<file path="config.mk">
export PLATFORM = sky130hd
export DESIGN_NAME = mul_datapath_flat
export DESIGN_NICKNAME = d
export VERILOG_FILES = /design/src/rtl/datapath_pkg.sv /design/src/rtl/mul_datapath_if.sv /design/src/rtl/datapath_alu.sv /design/src/rtl/mul_datapath.sv /design/src/flat_wrapper.sv
export SDC_FILE = /design/constraint.sdc
export NUM_CORES = 2
export LEC_CHECK = 0
export ABC_AREA = 0
export BUFFER_PORTS_ARGS = -buffer_cell sky130_fd_sc_hd__buf_2
export CORE_UTILIZATION = 70
export CTS_BUF_LIST = sky130_fd_sc_hd__clkbuf_16
export DETAILED_ROUTE_END_ITERATION = 8
export PLACE_DENSITY = 0.89
export SLEW_MARGIN = 20
export SYNTH_ARGS = -nofsm -noshare
export SYNTH_HDL_FRONTEND = slang
export SYNTH_HIERARCHICAL = 1
export SYNTH_SLANG_ARGS = --single-unit
</file>
<file path="constraint.sdc">
create_clock -name Clock -period 21.9 [get_ports Clock]
set_input_delay 6.57 -clock Clock [delete_from_list [all_inputs] [get_ports Clock]]
set_output_delay 6.57 -clock Clock [all_outputs]
set_load 0.02 [all_outputs]
</file>
<file path="src/rtl/datapath_pkg.sv">
// Shared constants for the single-bus datapath slice: data width and ALU op codes.
package datapath_pkg;

    localparam int unsigned WIDTH = 32;

    localparam logic [4:0] ALU_ADD = 5'd0;
    localparam logic [4:0] ALU_MUL = 5'd1;
    localparam logic [4:0] ALU_SUB = 5'd2;
    localparam logic [4:0] ALU_AND = 5'd3;
    localparam logic [4:0] ALU_OR  = 5'd4;
    localparam logic [4:0] ALU_NOT = 5'd5;
    localparam logic [4:0] ALU_NEG = 5'd6;
    localparam logic [4:0] ALU_DIV = 5'd7;

endpackage

</file>
<file path="src/rtl/mul_datapath_if.sv">
// Control strobes, memory data and observed register contents of the datapath slice.
// The sequencer (master) drives strobes; the datapath (slave) drives the observed values.
interface mul_datapath_if;
    import datapath_pkg::*;

    // Bus-source selects
    logic PCout, Zhighout, Zlowout, MDRout, R2out, R4out;
    // Register load enables
    logic MARin, Zin, PCin, MDRin, IRin, Yin;
    logic R5in, R2in, R4in, HIin, LOin;
    // ALU / memory controls
    logic             IncPC;
    logic             Read;
    logic [4:0]       MUL;
    logic [WIDTH-1:0] Mdatain;
    // Observed state
    logic [WIDTH-1:0] BusMuxOut;
    logic [WIDTH-1:0] MAR_q, IR_q, PC_q, HI_q, LO_q;
    // R5 has no bus driver, so this is the only place its contents can be seen
    logic [WIDTH-1:0] R5_q;

    modport master (
        output PCout, Zhighout, Zlowout, MDRout, R2out, R4out,
        output MARin, Zin, PCin, MDRin, IRin, Yin,
        output R5in, R2in, R4in, HIin, LOin,
        output IncPC, Read, MUL, Mdatain,
        input  BusMuxOut, MAR_q, IR_q, PC_q, HI_q, LO_q, R5_q
    );

    modport slave (
        input  PCout, Zhighout, Zlowout, MDRout, R2out, R4out,
        input  MARin, Zin, PCin, MDRin, IRin, Yin,
        input  R5in, R2in, R4in, HIin, LOin,
        input  IncPC, Read, MUL, Mdatain,
        output BusMuxOut, MAR_q, IR_q, PC_q, HI_q, LO_q, R5_q
    );

endinterface

</file>
<file path="src/rtl/datapath_alu.sv">
// Combinational ALU: result = Y op Bus, 64 bits wide so a full signed product fits.
// Optional signed divide (quotient low, remainder high) is built only when
// DATAPATH_DIV_EN is defined; otherwise op 7 yields 0.
module datapath_alu
    import datapath_pkg::*;
(
    input  logic [WIDTH-1:0]   a_i,
    input  logic [WIDTH-1:0]   b_i,
    input  logic [4:0]         op_i,
    input  logic               inc_i,
    output logic [2*WIDTH-1:0] result_o
);

    localparam logic [WIDTH-1:0] Zero = '0;

    // Sign-extend to 64 bits so an unsigned 64-bit multiply gives the signed product
    logic [2*WIDTH-1:0] a_ext, b_ext, product;
    assign a_ext   = {{WIDTH{a_i[WIDTH-1]}}, a_i};
    assign b_ext   = {{WIDTH{b_i[WIDTH-1]}}, b_i};
    assign product = a_ext * b_ext;

`ifdef DATAPATH_DIV_EN
    logic signed [WIDTH-1:0] a_s, b_s, quo, rem;
    assign a_s = a_i;
    assign b_s = b_i;
    // SV signed division truncates toward zero, so the remainder follows the dividend
    assign quo = a_s / b_s;
    assign rem = a_s % b_s;
`endif

    // Operation select; IncPC overrides the op code
    always_comb begin
        result_o = '0;
        if (inc_i) begin
            result_o = {Zero, b_i + WIDTH'(1)};
        end else begin
            case (op_i)
                ALU_ADD: result_o = {Zero, a_i + b_i};
                ALU_MUL: result_o = product;
                ALU_SUB: result_o = {Zero, a_i - b_i};
                ALU_AND: result_o = {Zero, a_i & b_i};
                ALU_OR:  result_o = {Zero, a_i | b_i};
                ALU_NOT: result_o = {Zero, ~b_i};
                ALU_NEG: result_o = {Zero, Zero - b_i};
`ifdef DATAPATH_DIV_EN
                ALU_DIV: result_o = (b_i == Zero) ? '0 : {rem, quo};
`else
                ALU_DIV: result_o = '0;
`endif
                default: result_o = '0;
            endcase
        end
    end

endmodule

</file>
<file path="src/rtl/mul_datapath.sv">
// Single-bus 32-bit datapath slice driven by external control strobes.
// Registers PC, IR, MAR, MDR, Y, Z(64), HI, LO, R2, R4, R5 share one bus.
// Build option: DATAPATH_DIV_EN enables the signed divider on ALU op 7.
module mul_datapath
    import datapath_pkg::*;
(
    input  logic           Clock,
    input  logic           Reset,
    mul_datapath_if.slave  dp
);

    logic [WIDTH-1:0]   pc_q, ir_q, mar_q, mdr_q, y_q, hi_q, lo_q;
    logic [WIDTH-1:0]   r2_q, r4_q, r5_q;
    logic [2*WIDTH-1:0] z_q;
    logic [WIDTH-1:0]   bus_mux;
    logic [2*WIDTH-1:0] alu_result;

    // Bus encoder: fixed priority, 0 when nothing drives
    always_comb begin
        bus_mux = '0;
        if (dp.PCout) begin
            bus_mux = pc_q;
        end else if (dp.Zhighout) begin
            bus_mux = z_q[2*WIDTH-1:WIDTH];
        end else if (dp.Zlowout) begin
            bus_mux = z_q[WIDTH-1:0];
        end else if (dp.MDRout) begin
            bus_mux = mdr_q;
        end else if (dp.R2out) begin
            bus_mux = r2_q;
        end else if (dp.R4out) begin
            bus_mux = r4_q;
        end
    end

    datapath_alu u_alu (
        .a_i      (y_q),
        .b_i      (bus_mux),
        .op_i     (dp.MUL),
        .inc_i    (dp.IncPC),
        .result_o (alu_result)
    );

    // Register file: reset wins; bus reads see pre-edge values, giving read-before-write
    always_ff @(posedge Clock) begin
        if (Reset) begin
            pc_q  <= '0;
            ir_q  <= '0;
            mar_q <= '0;
            mdr_q <= '0;
            y_q   <= '0;
            z_q   <= '0;
            hi_q  <= '0;
            lo_q  <= '0;
            r2_q  <= '0;
            r4_q  <= '0;
            r5_q  <= '0;
        end else begin
            if (dp.PCin)  pc_q  <= bus_mux;
            if (dp.IRin)  ir_q  <= bus_mux;
            if (dp.MARin) mar_q <= bus_mux;
            if (dp.Yin)   y_q   <= bus_mux;
            if (dp.HIin)  hi_q  <= bus_mux;
            if (dp.LOin)  lo_q  <= bus_mux;
            if (dp.R2in)  r2_q  <= bus_mux;
            if (dp.R4in)  r4_q  <= bus_mux;
            if (dp.R5in)  r5_q  <= bus_mux;
            if (dp.MDRin) mdr_q <= dp.Read ? dp.Mdatain : bus_mux;
            if (dp.Zin)   z_q   <= alu_result;
        end
    end

    assign dp.BusMuxOut = bus_mux;
    assign dp.MAR_q     = mar_q;
    assign dp.IR_q      = ir_q;
    assign dp.PC_q      = pc_q;
    assign dp.HI_q      = hi_q;
    assign dp.LO_q      = lo_q;
    assign dp.R5_q      = r5_q;

endmodule

</file>
<file path="src/flat_wrapper.sv">
// flat-port wrapper written by rule: the top's interface ports become plain ports
module mul_datapath_flat import datapath_pkg::*;
  (Clock, Reset, dp_PCout, dp_Zhighout, dp_Zlowout, dp_MDRout, dp_R2out, dp_R4out, dp_MARin, dp_Zin, dp_PCin, dp_MDRin, dp_IRin, dp_Yin, dp_R5in, dp_R2in, dp_R4in, dp_HIin, dp_LOin, dp_IncPC, dp_Read, dp_MUL, dp_Mdatain, dp_BusMuxOut, dp_MAR_q, dp_IR_q, dp_PC_q, dp_HI_q, dp_LO_q, dp_R5_q);
  mul_datapath_if dp_i ();
  input  logic Clock;
  input  logic Reset;
  input wire logic [$bits(dp_i.PCout)-1:0] dp_PCout;
  input wire logic [$bits(dp_i.Zhighout)-1:0] dp_Zhighout;
  input wire logic [$bits(dp_i.Zlowout)-1:0] dp_Zlowout;
  input wire logic [$bits(dp_i.MDRout)-1:0] dp_MDRout;
  input wire logic [$bits(dp_i.R2out)-1:0] dp_R2out;
  input wire logic [$bits(dp_i.R4out)-1:0] dp_R4out;
  input wire logic [$bits(dp_i.MARin)-1:0] dp_MARin;
  input wire logic [$bits(dp_i.Zin)-1:0] dp_Zin;
  input wire logic [$bits(dp_i.PCin)-1:0] dp_PCin;
  input wire logic [$bits(dp_i.MDRin)-1:0] dp_MDRin;
  input wire logic [$bits(dp_i.IRin)-1:0] dp_IRin;
  input wire logic [$bits(dp_i.Yin)-1:0] dp_Yin;
  input wire logic [$bits(dp_i.R5in)-1:0] dp_R5in;
  input wire logic [$bits(dp_i.R2in)-1:0] dp_R2in;
  input wire logic [$bits(dp_i.R4in)-1:0] dp_R4in;
  input wire logic [$bits(dp_i.HIin)-1:0] dp_HIin;
  input wire logic [$bits(dp_i.LOin)-1:0] dp_LOin;
  input wire logic [$bits(dp_i.IncPC)-1:0] dp_IncPC;
  input wire logic [$bits(dp_i.Read)-1:0] dp_Read;
  input wire logic [$bits(dp_i.MUL)-1:0] dp_MUL;
  input wire logic [$bits(dp_i.Mdatain)-1:0] dp_Mdatain;
  output wire logic [$bits(dp_i.BusMuxOut)-1:0] dp_BusMuxOut;
  output wire logic [$bits(dp_i.MAR_q)-1:0] dp_MAR_q;
  output wire logic [$bits(dp_i.IR_q)-1:0] dp_IR_q;
  output wire logic [$bits(dp_i.PC_q)-1:0] dp_PC_q;
  output wire logic [$bits(dp_i.HI_q)-1:0] dp_HI_q;
  output wire logic [$bits(dp_i.LO_q)-1:0] dp_LO_q;
  output wire logic [$bits(dp_i.R5_q)-1:0] dp_R5_q;
  assign dp_i.PCout = dp_PCout;
  assign dp_i.Zhighout = dp_Zhighout;
  assign dp_i.Zlowout = dp_Zlowout;
  assign dp_i.MDRout = dp_MDRout;
  assign dp_i.R2out = dp_R2out;
  assign dp_i.R4out = dp_R4out;
  assign dp_i.MARin = dp_MARin;
  assign dp_i.Zin = dp_Zin;
  assign dp_i.PCin = dp_PCin;
  assign dp_i.MDRin = dp_MDRin;
  assign dp_i.IRin = dp_IRin;
  assign dp_i.Yin = dp_Yin;
  assign dp_i.R5in = dp_R5in;
  assign dp_i.R2in = dp_R2in;
  assign dp_i.R4in = dp_R4in;
  assign dp_i.HIin = dp_HIin;
  assign dp_i.LOin = dp_LOin;
  assign dp_i.IncPC = dp_IncPC;
  assign dp_i.Read = dp_Read;
  assign dp_i.MUL = dp_MUL;
  assign dp_i.Mdatain = dp_Mdatain;
  assign dp_BusMuxOut = dp_i.BusMuxOut;
  assign dp_MAR_q = dp_i.MAR_q;
  assign dp_IR_q = dp_i.IR_q;
  assign dp_PC_q = dp_i.PC_q;
  assign dp_HI_q = dp_i.HI_q;
  assign dp_LO_q = dp_i.LO_q;
  assign dp_R5_q = dp_i.R5_q;
  mul_datapath u_core (.Clock(Clock), .Reset(Reset), .dp(dp_i));
endmodule
</file>
After elaboration in Yosys (flattened, before gate mapping)
Index checks and enable logic that the tools add are counted.
{"block": "classes", "n_addsub": 4, "multipliers": 1, "n_eq_ne": 6, "mux": 9, "bitwise": 3, "n_reduce_logical": 1}
{"cell": "64-bit one-hot mux with 7 select lines", "count": 1}
{"cell": "32-bit 2-to-1 mux", "count": 7}
{"cell": "32-bit by 32-bit multiplier with 64-bit output", "count": 1}
{"cell": "64-bit 2-to-1 mux", "count": 1}
{"cell": "32-bit by 1-bit adder with 32-bit output, second input constant", "count": 1}
{"cell": "32-bit adder", "count": 1}
{"cell": "32-bit bitwise AND", "count": 1}
{"cell": "32-bit inverter", "count": 1}
{"cell": "32-bit bitwise OR", "count": 1}
{"cell": "1-bit by 32-bit subtractor with 32-bit output, first input constant", "count": 1}
{"cell": "32-bit subtractor", "count": 1}
{"cell": "5-bit by 3-bit equality test with 1-bit output, second input constant", "count": 3}
{"cell": "5-bit by 2-bit equality test with 1-bit output, second input constant", "count": 2}
{"cell": "5-bit by 1-bit equality test with 1-bit output, second input constant", "count": 1}
{"cell": "5-bit zero test", "count": 1}
{"block": "totals", "register_bits": 384, "inputBits": 58, "output_inout_bits": 224, "word_cells": 35}

Logic depth before layout (Yosys ltp)
{"block": "logic_depth", "word_depth": 9, "depth_mapped": 41, "ltp_nobuf": 33}

By module
The synthesis kept the hierarchy.
{"module": "datapath_alu", "n_inst": 1, "cells_per_inst": 4782, "area_each_um2": 40883.0, "seq_area_each_um2": 0.0}
{"module": "mul_datapath", "n_inst": 1, "cells_per_inst": 1575, "area_each_um2": 15564.9, "seq_area_each_um2": 7687.4}

Worst setup path after synthesis
No wires, ideal clock.
{"block": "synth_path", "kind": "input to register", "start": "input dp_R2out", "end": "register u_core.z_q[58]", "setup_time_ps": 128, "arrival_ps": 15225, "required_time_ps": 21772, "path_slack_ps": 6547, "cell_stages": 36, "n_path_buf": 6, "path_cell_list": "buf_2 -> nor2b_2 -> buf_4 -> buf_4 -> a221oi_1 -> o22a_1 -> buf_6 -> inv_1 -> clkbuf_1 -> clkinv_1 -> nor2_1 -> fa_1 -> inv_1 -> fa_1 -> inv_1 -> fa_1 -> fa_1 -> inv_1 -> fa_1 -> inv_1 -> fa_1 -> inv_1 -> fa_1 -> inv_1 -> fa_1 -> ha_1 -> clkbuf_1 -> nand4_1 -> nor2_1 -> and4_1 -> a21oi_4 -> a21boi_2 -> mux2_4 -> a311o_1 -> mux2i_1 -> nor2_1"}
{"block": "synth_between", "elab_chain_cells": 8}
{"item": "from (decl)", "line": "flat_wrapper.sv:11", "rtl": "input wire logic [$bits(dp_i.R2out)-1:0] dp_R2out;"}
{"item": "32-bit 2-to-1 mux", "line": "mul_datapath.sv:29", "rtl": "end else if (dp.R2out) begin"}
{"item": "32-bit 2-to-1 mux", "line": "mul_datapath.sv:27", "rtl": "end else if (dp.MDRout) begin"}
{"item": "32-bit 2-to-1 mux", "line": "mul_datapath.sv:25", "rtl": "end else if (dp.Zlowout) begin"}
{"item": "32-bit 2-to-1 mux", "line": "mul_datapath.sv:23", "rtl": "end else if (dp.Zhighout) begin"}
{"item": "32-bit 2-to-1 mux", "line": "mul_datapath.sv:21", "rtl": "if (dp.PCout) begin"}
{"item": "named net dp_BusMuxOut[7]", "line": "flat_wrapper.sv:28", "rtl": "output wire logic [$bits(dp_i.BusMuxOut)-1:0] dp_BusMuxOut;"}
{"item": "32-bit by 32-bit multiplier with 64-bit output", "line": "datapath_alu.sv:20", "rtl": "assign product = a_ext * b_ext;"}
{"item": "64-bit one-hot mux with 7 select lines", "line": "datapath_alu.sv:37", "rtl": "case (op_i)"}
{"item": "64-bit 2-to-1 mux", "line": "datapath_alu.sv:34", "rtl": "if (inc_i) begin"}
{"item": "named net u_core.alu_result[58]", "line": "mul_datapath.sv:16", "rtl": "logic [2*WIDTH-1:0] alu_result;"}
{"item": "to (signal assigned)", "line": "mul_datapath.sv:69", "rtl": "if (dp.Zin) z_q <= alu_result;"}
{"item": "to (decl)", "line": "mul_datapath.sv:14", "rtl": "logic [2*WIDTH-1:0] z_q;"}
The timed path passes the listed nets, and every way through them passes these cells.
A chain may end at the register's enable or synchronous reset.

Final worst setup path
{"block": "layout_path", "start": "input dp_PCout", "end": "register u_core.z_q[51]"}
{"block": "layout_between", "elab_chain_cells": 4}
{"item": "from (decl)", "line": "flat_wrapper.sv:7", "rtl": "input wire logic [$bits(dp_i.PCout)-1:0] dp_PCout;"}
{"item": "32-bit 2-to-1 mux", "line": "mul_datapath.sv:21"}
{"item": "32-bit by 32-bit multiplier with 64-bit output", "line": "datapath_alu.sv:20"}
{"item": "64-bit one-hot mux with 7 select lines", "line": "datapath_alu.sv:37"}
{"item": "64-bit 2-to-1 mux", "line": "datapath_alu.sv:34"}
{"item": "named net u_core.alu_result[51]", "line": "mul_datapath.sv:16"}
The timed path passes the listed nets, and every way through them passes these cells.

==> flow_metrics.tcl <==
set metrics [dict create \
    outcome "finished clean" \
    synth.distinct_cells 93 \
    grt-ovfl-total 0 \
    post_cts_buffers 0 \
    fp.dieW_microns 286 \
    core.rowCount 103 \
    htreeDepth 2 \
    r2r_slack_ns 11.15 \
    antenna_found_initial 14 \
    hold_viol 0 \
    gp_congestion 1.06 \
    rsz0062_at_grt "false" \
    fin_crit_sh_pct 80.8 \
    startpoint_type "primary input" \
    relSlewSlack_pct 12.4 \
    synth_top_area_cell "fa_1" \
    critical_path.slowest_cell "clkinv_1" \
    grt_use_met3_pct 18.0 \
    drc_errors 0 \
    tns_ns 0 \
    crit_path_end_kind "flop" \
    drive_above_1_share_pct 10.3 \
    coreArea_sq_um 79400 \
    netlist_instances 6357 \
    critPathKind "in -> reg" \
    viasPerCell 6.67 \
    vias 49700 \
    async_flop_share_pct 0 \
    min-delay-start "u_core/dp.IR_q[22]" \
    timing.rr.end "u_core/z_q[51]" \
    crit_top_cell "fa_1" \
    syn_area_per_cell_sq_um 8.88 \
    synth.cells.most_frequent "fa_1, inv_1, nor2_1" \
    cts_root_buffer "clkbuf_16" \
    synth_ff_type "dfxtp_1" \
    tightest_slew_ns 1.30 \
    portBuffers 281 \
    die_h_microns 286 \
    hold_path_depth 2 \
    cp_max_fo 65 \
    synth_fp_nets 7780 \
    synth_most_common_cell "fa_1" \
    maxCapViolations 0 \
    die_area_sq_um 81800 \
    grtUsageMet2_pct 72.4 \
    wl_per_cell_microns 27.3 \
    skew_ns 0.0296 \
    synth_top_area_share_pct 38.4 \
    wl_microns 203000 \
    io-pin-count 282 \
    hold-path-endpoint "u_core/dp.IR_q[22]" \
    synth_area_leaders "fa_1, dfxtp_1, inv_1" \
    postCtsHoldBufs 0 \
    ys_seq_area_share_pct 13.6 \
    ys_ff_latch 384 \
    slew_viol_final 0 \
    path_clk_slew_ns 0.06 \
    grt_pass1_vias 51000 \
    area_growth_pct 5.38 \
    worstPathRequired_ns 22.29 \
    final_antenna_net_count 0 \
    postLayoutCoreUtil_pct 74.9 \
    grt_usage_pct 50.0 \
    clock.fmax_ghz 0.0565 \
    synth_warnings 6 \
    ff2ff_path_depth 28 \
    hold_class "reg -> reg" \
    arrival_ns 18.09 \
    cts_buffers 38 \
    syn_area_sq_um 56400 \
    drt_iter0_drc 7004 \
    cts_resized 0 \
    layout.nets 7788 \
    use_met1_pct 62.8 \
    firstDrtPassIters 9 \
    start_util_pct 71.1 \
    clkSinkCount 384 \
    setup_viol_count_final 0 \
    clock_latency_ns 0.55 \
    cpPeakStageDelay_ns 0.89 \
    grt_pass1_wl_microns 306000 \
    clockBufferDepth 3 \
    synth_edf_count 0 \
    fin_crit_ns 17.70 \
    grt_max_degree 214 \
    dp_hpwl_microns 147000 \
    cts_tree "yes" \
    busiest_layer "met2" \
    r2r_start "u_core/z_q[50]" \
]
registers in the layout, summed over array words and instances (netlist names):
| name | cells |
|---|---|
| u_core/z_q | 64 |
| u_core/dp.HI_q | 32 |
| u_core/dp.IR_q | 32 |
| u_core/dp.LO_q | 32 |
| u_core/dp.MAR_q | 32 |
| u_core/dp.PC_q | 32 |
| u_core/dp.R5_q | 32 |
| u_core/mdr_q | 32 |
| u_core/r2_q | 32 |
| u_core/r4_q | 32 |
| u_core/y_q | 32 |
area by class of cell:
cell class | instances | area (sq um)
antenna | 7 | 17.5
clock buffer | 38 | 951
clock inverter | 30 | 209
fill | 5492 | 19900
inverter | 1080 | 4050
multi-input combinational | 4444 | 42800
sequential | 384 | 7690
tap | 1050 | 1310
timing repair buffer | 417 | 2450
worst max-delay path, delay by kind of cell:
kind,cells,cell delay (ns)
buf+inv,7,1.88
fa+ha+maj,9,4.61
simple gates,8,2.28
mux,1,0.16
compound gates,6,2.49
through the flow:
step,instance area [sq um],hold slack (ns),setup WS (ns),instances
finish,59500,0.483,4.20,7450
global route,59500,0.498,3.75,7449
CTS,59500,0.483,4.45,7443
detailed placement,58300,0.474,3.93,7375
global placement,58300,0.468,4.21,7375
floorplan,56400,0.462,6.55,6357
layer usage:
layer | vias to the layer above | wire [microns]
met5 | - | 76
met4 | 12 | 17400
met3 | 1096 | 32100
met2 | 4302 | 85800
met1 | 24200 | 67800
li1 | 20100 | -
cells by family (layout without fill, tap and decap cells):
| group | after synthesis | after routing | share of synthesized area (%) |
|---|---|---|---|
| AOI/OAI and AO/OA | 1039 | 1039 | 14.4 |
| xor gates and xnor gates | 138 | 138 | 2.14 |
| adders and majority gates | 1365 | 1365 | 44.7 |
| buffers and inverters | 1529 | 1565 | 10.6 |
| DFF | 384 | 384 | 13.6 |
| muxes | 76 | 76 | 1.36 |
| other | 0 | 7 | 0 |
| and+or+nand+nor | 1826 | 1826 | 13.2 |
how the worst max path moves through the flow:
stage / startpoint / depth (start not counted) / to
2_1_floorplan: dp_R2out / 36 / u_core/z_q[58]
3_3_place_gp: dp_PCout / 33 / u_core/z_q[56]
3_5_place_dp: dp_PCout / 32 / u_core/z_q[58]
4_1_cts: dp_PCout / 32 / u_core/z_q[58]
5_1_grt: dp_PCout / 33 / u_core/z_q[56]
6_report: dp_PCout / 31 / u_core/z_q[51]
layout by cell type (no fill, tap or decap), types with 74 or more instances in the layout:
cell	n
a211oi_1	159
nand2_1	589
nor2_1	979
buf_4	137
buf_2	278
inv_1	1056
fa_1	1084
a221oi_1	84
ha_1	281
o21ai_0	92
mux2i_1	74
a21oi_1	199
dfxtp_1	384
xnor2_1	95
a211oi_2	150
Power is not shown: default switching activity piles up to over one toggle a cycle in this logic, so the estimate is an artifact.
